`src/rtl/mux_scan_pkg.sv`:
```
// Shared types and constants for the 4:1 mux scan sequencer.
// Imported by the interface, the dwell timer and the top level.
package mux_scan_pkg;

  typedef enum logic {
    IDLE,
    SCAN
  } state_t;

  localparam int SEL_W       = 2;
  localparam int NUM_CH      = 4;
  localparam int FRAME_CNT_W = 8;

  function automatic int cnt_width(input int dwell);
    return (dwell > 1) ? $clog2(dwell) : 1;
  endfunction

endpackage

```
`src/rtl/mux_scan_if.sv`:
```
// Control/status bundle between the scan sequencer and its user.
// The slave side is the sequencer, the master side drives it.
interface mux_scan_if;
  import mux_scan_pkg::*;

  logic                   start;
  logic                   continuous;
  logic                   y_in;
  logic [SEL_W-1:0]       sel;
  logic                   busy;
  logic [NUM_CH-1:0]      sample;
  logic                   valid;
  logic [FRAME_CNT_W-1:0] frame_cnt;

  modport slave (
    input  start,
    input  continuous,
    input  y_in,
    output sel,
    output busy,
    output sample,
    output valid,
    output frame_cnt
  );

  modport master (
    output start,
    output continuous,
    output y_in,
    input  sel,
    input  busy,
    input  sample,
    input  valid,
    input  frame_cnt
  );

endinterface

```
`src/rtl/mux_scan_ctrl_dwell_timer.sv`:
```
// Dwell counter: counts 0..DWELL-1 while enabled and wraps.
// tc flags the last cycle of a dwell period.
module dwell_timer
  import mux_scan_pkg::*;
#(
  parameter int DWELL = 4
) (
  input  logic clk,
  input  logic rst,
  input  logic clr,
  input  logic en,
  output logic tc
);

  localparam int CNT_W = cnt_width(DWELL);
  localparam logic [CNT_W-1:0] LAST = CNT_W'(DWELL - 1);

  logic [CNT_W-1:0] cnt;

  assign tc = (cnt == LAST);

  always_ff @(posedge clk or posedge rst) begin
    if (rst) begin
      cnt <= '0;
    end else if (clr) begin
      cnt <= '0;
    end else if (en) begin
      cnt <= tc ? '0 : cnt + 1'b1;
    end
  end

endmodule

```
`src/rtl/mux_scan_ctrl.sv`:
```
// Steps a 4:1 mux select through all channels, samples each
// at the end of its dwell and emits a 4-bit frame with a valid pulse.
module mux_scan_ctrl
  import mux_scan_pkg::*;
#(
  parameter int DWELL = 4
) (
  input  logic        clk,
  input  logic        rst,
  mux_scan_if.slave   bus
);

  localparam logic [SEL_W-1:0] SEL_LAST = SEL_W'(NUM_CH - 1);

  state_t                 state, state_n;
  logic [SEL_W-1:0]       sel, sel_n;
  logic [NUM_CH-2:0]      shadow, shadow_n;
  logic [NUM_CH-1:0]      sample, sample_n;
  logic                   valid, valid_n;
  logic [FRAME_CNT_W-1:0] frame_cnt, frame_cnt_n;
  logic                   tc;
  logic                   tmr_clr;
  logic                   tmr_en;

  assign tmr_clr = (state == IDLE) && bus.start;
  assign tmr_en  = (state == SCAN);

  dwell_timer #(
    .DWELL (DWELL)
  ) u_timer (
    .clk (clk),
    .rst (rst),
    .clr (tmr_clr),
    .en  (tmr_en),
    .tc  (tc)
  );

  always_ff @(posedge clk or posedge rst) begin
    if (rst) begin
      state     <= IDLE;
      sel       <= '0;
      shadow    <= '0;
      sample    <= '0;
      valid     <= 1'b0;
      frame_cnt <= '0;
    end else begin
      state     <= state_n;
      sel       <= sel_n;
      shadow    <= shadow_n;
      sample    <= sample_n;
      valid     <= valid_n;
      frame_cnt <= frame_cnt_n;
    end
  end

  always_comb begin
    state_n     = state;
    sel_n       = sel;
    shadow_n    = shadow;
    sample_n    = sample;
    valid_n     = 1'b0;
    frame_cnt_n = frame_cnt;
    unique case (state)
      IDLE: begin
        if (bus.start) begin
          state_n = SCAN;
          sel_n   = '0;
        end
      end
      SCAN: begin
        unique case (1'b1)
          !tc: begin
            sel_n = sel;
          end
          tc && (sel != SEL_LAST): begin
            for (int i = 0; i < NUM_CH - 1; i++) begin
              if (sel == SEL_W'(i)) shadow_n[i] = bus.y_in;
            end
            sel_n = sel + 1'b1;
          end
          tc && (sel == SEL_LAST): begin
            sample_n    = {bus.y_in, shadow};
            valid_n     = 1'b1;
            frame_cnt_n = frame_cnt + 1'b1;
            // continuous is only looked at here, at frame end
            if (bus.continuous) begin
              sel_n = '0;
            end else begin
              state_n = IDLE;
            end
          end
          default: begin
            sel_n = sel;
          end
        endcase
      end
      default: begin
        state_n = IDLE;
      end
    endcase
  end

  assign bus.sel       = sel;
  assign bus.busy      = (state == SCAN);
  assign bus.sample    = sample;
  assign bus.valid     = valid;
  assign bus.frame_cnt = frame_cnt;

endmodule

```
`src/flat_wrapper.sv`:
```
// flat-port wrapper written by rule: the top's interface ports become plain ports
module mux_scan_ctrl_flat import mux_scan_pkg::*;
#(
  parameter int DWELL = 4
)
  (clk, rst, bus_start, bus_continuous, bus_y_in, bus_sel, bus_busy, bus_sample, bus_valid, bus_frame_cnt);
  mux_scan_if bus_i ();
  input  logic clk;
  input  logic rst;
  input wire logic [$bits(bus_i.start)-1:0] bus_start;
  input wire logic [$bits(bus_i.continuous)-1:0] bus_continuous;
  input wire logic [$bits(bus_i.y_in)-1:0] bus_y_in;
  output wire logic [$bits(bus_i.sel)-1:0] bus_sel;
  output wire logic [$bits(bus_i.busy)-1:0] bus_busy;
  output wire logic [$bits(bus_i.sample)-1:0] bus_sample;
  output wire logic [$bits(bus_i.valid)-1:0] bus_valid;
  output wire logic [$bits(bus_i.frame_cnt)-1:0] bus_frame_cnt;
  assign bus_i.start = bus_start;
  assign bus_i.continuous = bus_continuous;
  assign bus_i.y_in = bus_y_in;
  assign bus_sel = bus_i.sel;
  assign bus_busy = bus_i.busy;
  assign bus_sample = bus_i.sample;
  assign bus_valid = bus_i.valid;
  assign bus_frame_cnt = bus_i.frame_cnt;
  mux_scan_ctrl #(.DWELL(DWELL)) u_core (.clk(clk), .rst(rst), .bus(bus_i));
endmodule
```
`config.mk`:
```
export PLATFORM = sky130hd
export DESIGN_NAME = mux_scan_ctrl_flat
export DESIGN_NICKNAME = d
export VERILOG_FILES = /design/src/rtl/mux_scan_pkg.sv /design/src/rtl/mux_scan_if.sv /design/src/rtl/mux_scan_ctrl_dwell_timer.sv /design/src/rtl/mux_scan_ctrl.sv /design/src/flat_wrapper.sv
export SDC_FILE = /design/constraint.sdc
export NUM_CORES = 1
export LEC_CHECK = 0
export BUFFER_PORTS_ARGS = -buffer_cell sky130_fd_sc_hd__buf_2
export CAP_MARGIN = 20
export CORE_MARGIN = 5
export CORE_UTILIZATION = 56
export DETAILED_ROUTE_END_ITERATION = 6
export GPL_TIMING_DRIVEN = 0
export PLACE_DENSITY = 0.92
export SETUP_SLACK_MARGIN = 0.4
export SYNTH_ARGS = -nofsm -noshare
export SYNTH_HDL_FRONTEND = slang
export SYNTH_SLANG_ARGS = --single-unit
```
`constraint.sdc`:
```
create_clock -name clk -period 2.05 [get_ports clk]
set_input_delay 0.205 -clock clk [delete_from_list [all_inputs] [get_ports clk]]
set_output_delay 0.205 -clock clk [all_outputs]
set_load 0.02 [all_outputs]
```
==> flow_summary.yaml <==
clocking:
  ctsLongestPathBuffers: 2
  htree_levels: 1
  clock-root-buffer: "clkbuf_4"
  cts_buffers: 3
  clk_transition_reported_paths_ps: 110
  cts_sinks: 21
  cts_tree: "built"
  cts_hold_buf: 0
  post_cts_resized: 0
  insertion_delay_ps: 300
  cts_setup_buffers: 0
setup_path:
  crit_type: "register to register"
  path_max_fanout: 4
  critPathTopFamily: "flip-flops"
  cpMaxStageDelayCell: "dfrtp_1"
  max_stage_delay_ps: 430
  cp.arrival_ps: 1620
  startpoint_type: "register"
  cp_cell_sequence: "ha_1 > and3b_2 > nand2_1 > mux2_1"
  path_buf_inv: 0
  cp_data_required_time_ps: 2240
  end_kind: "register"
power:
  p_sw_share_pct: 38.3
  power.leakage_nw: 0.624
  ir_drop_uv: 708
  clkPwrFrac_pct: 13.8
  power_switching_w: 0.000535
  combPwrFrac_pct: 39.2
  p_int_w: 0.000860
  pwr-share-seq_pct: 47.0
  power_density_nw_per_um2: 1250
floorplan:
  start_util_pct: 57.6
  ios: 21
  fp-row-count: 15
  die_w_um: 51.7
  die_y_um: 51.7
  die-area_sq_um: 2670
  core-area_sq_um: 1690
detailed_routing:
  drc: 0
  ant_nets: 0
  post_drt_wl_per_cell_um: 12.1
  vias_per_cell: 5.25
  drt_iter0_markers: 10
  firstDrtPassIters: 4
  wl_um: 1550
  via_count: 672
global_route:
  antenna_found_initial: 0
  grt_pass1_wl_um: 2790
  grt_pass1_vias: 645
  overflow: 0
  track_usage_pct: 14.4
  grt_start_max_net_pins: 22
placed_design:
  routabilityCongestion: 0.707
  placed_area_sq_um: 1090
  dp_hpwl_um: 1200
  io_buffers: 20
timing:
  fmax_mhz: 699
  tightest_slew_ps: 754
  rsz0062_at_grt: "false"
  period_minus_slack_ps: 1430
  skew_ps: 3.12
  setup_violations: 0
  relSlewSlack_pct: 49.7
  slew_viol_final: 0
  tns_ps: 0
  finalHoldViolCount: 0
  period_share_pct: 69.8
synth:
  synthTopCellsByArea: "dfrtp_1 54%, nand2_1 8.5%, ha_1 7.7%"
  ys_seq_area_share_pct: 54.1
  synthTopCellsByCount: "22 x nand2_1, 21 x dfrtp_1, 6 x ha_1"
  synth_nets: 98
  synth_warnings: 0
  netlist_area_sq_um: 972
  post-synth-top-count-cell: "nand2_1"
  synth_edf_count: 0
  yosysTopAreaCellShare_pct: 54.1
  syn_area_per_cell_sq_um: 11.2
  ys.flop_type: "dfrtp_1"
  synthArstFlopShare_pct: 100
  synth_seq_cells: 21
  postSynthCellCount: 87
  synth_top_area_cell: "dfrtp_1"
  ys_types: 23
final_layout:
  drive_gt1_share_pct: 27.0
  syn_to_final_growth_pct: 15.2
  antenna_cells: 0
  fin_area_sq_um: 1120
  final_nets: 123
worst_hold_path:
  worstHoldPathType: "primary input to asynchronous set/reset pin"
run:
  max-cap-violations: 0
run_status:
  status: "completed"
## cells in the final DEF (no fill, tap or decap)
cell type	synthesis	final
a22o_1	1	1
clkinv_1	1	1
buf_6	1	1
inv_1	3	3
buf_2	0	20
nand3_1	1	1
xnor2_1	4	4
and3_1	2	2
nand4_1	3	3
clkbuf_1	0	1
xor2_1	3	3
nand2_1	22	22
nor2_1	4	4
clkbuf_4	0	3
nand3_2	1	1
or2b_1	1	1
o21ai_0	2	2
and2b_1	1	1
mux2_2	2	2
a31oi_1	1	1
nor3_4	2	2
mux2_1	2	2
dfrtp_1	21	21
and3b_2	1	1
ha_1	6	6
nand2b_1	2	2
## cells by family after synthesis
group / Yosys count / synth area share [%]
AND/OR/NAND/NOR: 40 / 22.0
flip-flops: 21 / 54.1
AO/OA/AOI/OAI: 4 / 2.57
XOR/XNOR: 7 / 6.31
multiplexers: 4 / 4.63
buffers and inverters: 5 / 2.70
adder cells (fa/ha/maj): 6 / 7.72
## worst paths after layout
kind                                                startpoint                             endpoint  slack (ps)  depth (start not counted)
max in group asynchronous                                  rst     u_core.bus.sample[3]$_DFFE_PP0P_        1560                          2
max reg2reg                      u_core.bus.sel[0]$_DFFE_PP0P_         u_core.shadow[0]$_DFFE_PP0P_         620                          4
min reg2reg                u_core.bus.frame_cnt[7]$_DFFE_PP0P_  u_core.bus.frame_cnt[7]$_DFFE_PP0P_         470                          1
min in group clk                                     bus_start    u_core.u_timer.cnt[1]$_DFFE_PP0P_         110                          2
max                              u_core.bus.sel[0]$_DFFE_PP0P_         u_core.shadow[0]$_DFFE_PP0P_         620                          4
min                                                        rst  u_core.bus.frame_cnt[0]$_DFFE_PP0P_          20                          2
## area by class of cell
| cell class | instances | area (sq um) |
|---|---|---|
| multi-input combinational | 61 | 420 |
| sequential | 21 | 526 |
| timing repair buffer | 20 | 100 |
| clock buffer | 4 | 26.3 |
| inverter | 4 | 15.0 |
| tap | 17 | 21.3 |
| fill | 142 | 569 |
| buffer | 1 | 11.3 |
## power groups by stage
stage	Combinational, W	Sequential [W]	Clock (W)
2_1_floorplan	0.000297	0.000756	0
3_3_place_gp	0.000538	0.000655	0
3_5_place_dp	0.000556	0.000668	0
4_1_cts	0.000557	0.000659	0.000205
5_1_grt	0.000616	0.000681	0.000229
6_report	0.000547	0.000656	0.000192
## sequential cells by signal, indices dropped and copies added (netlist names)
name,cells
u_core.bus.frame_cnt,8
u_core.bus.sample,4
u_core.shadow,3
u_core.bus.sel,2
u_core.u_timer.cnt,2
u_core.bus.busy,1
u_core.bus.valid,1
## metal layers
metal  vias to the layer above  GRT usage, %  part of all wire, %
met5                         -             0                    0
met3                         5          2.58                  6.4
met1                       308          17.1                   44
met4                         0          10.5                  3.0
li1                        336             -                    -
met2                        23          23.3                   46
## metrics by stage
stage          worst slack (ps)  utilization (%)  total power [W]  cells  hold slack (ps)
2_1_floorplan               599                -          0.00105     87              182
3_3_place_gp                654             64.7          0.00119    124              381
3_5_place_dp                620             64.7          0.00122    124              382
4_1_cts                     603             66.3          0.00142    128             37.7
5_1_grt                     528             66.3          0.00153    128             64.8
6_report                    619             66.3          0.00140    128             16.3
(Power assumes the default switching activity.)
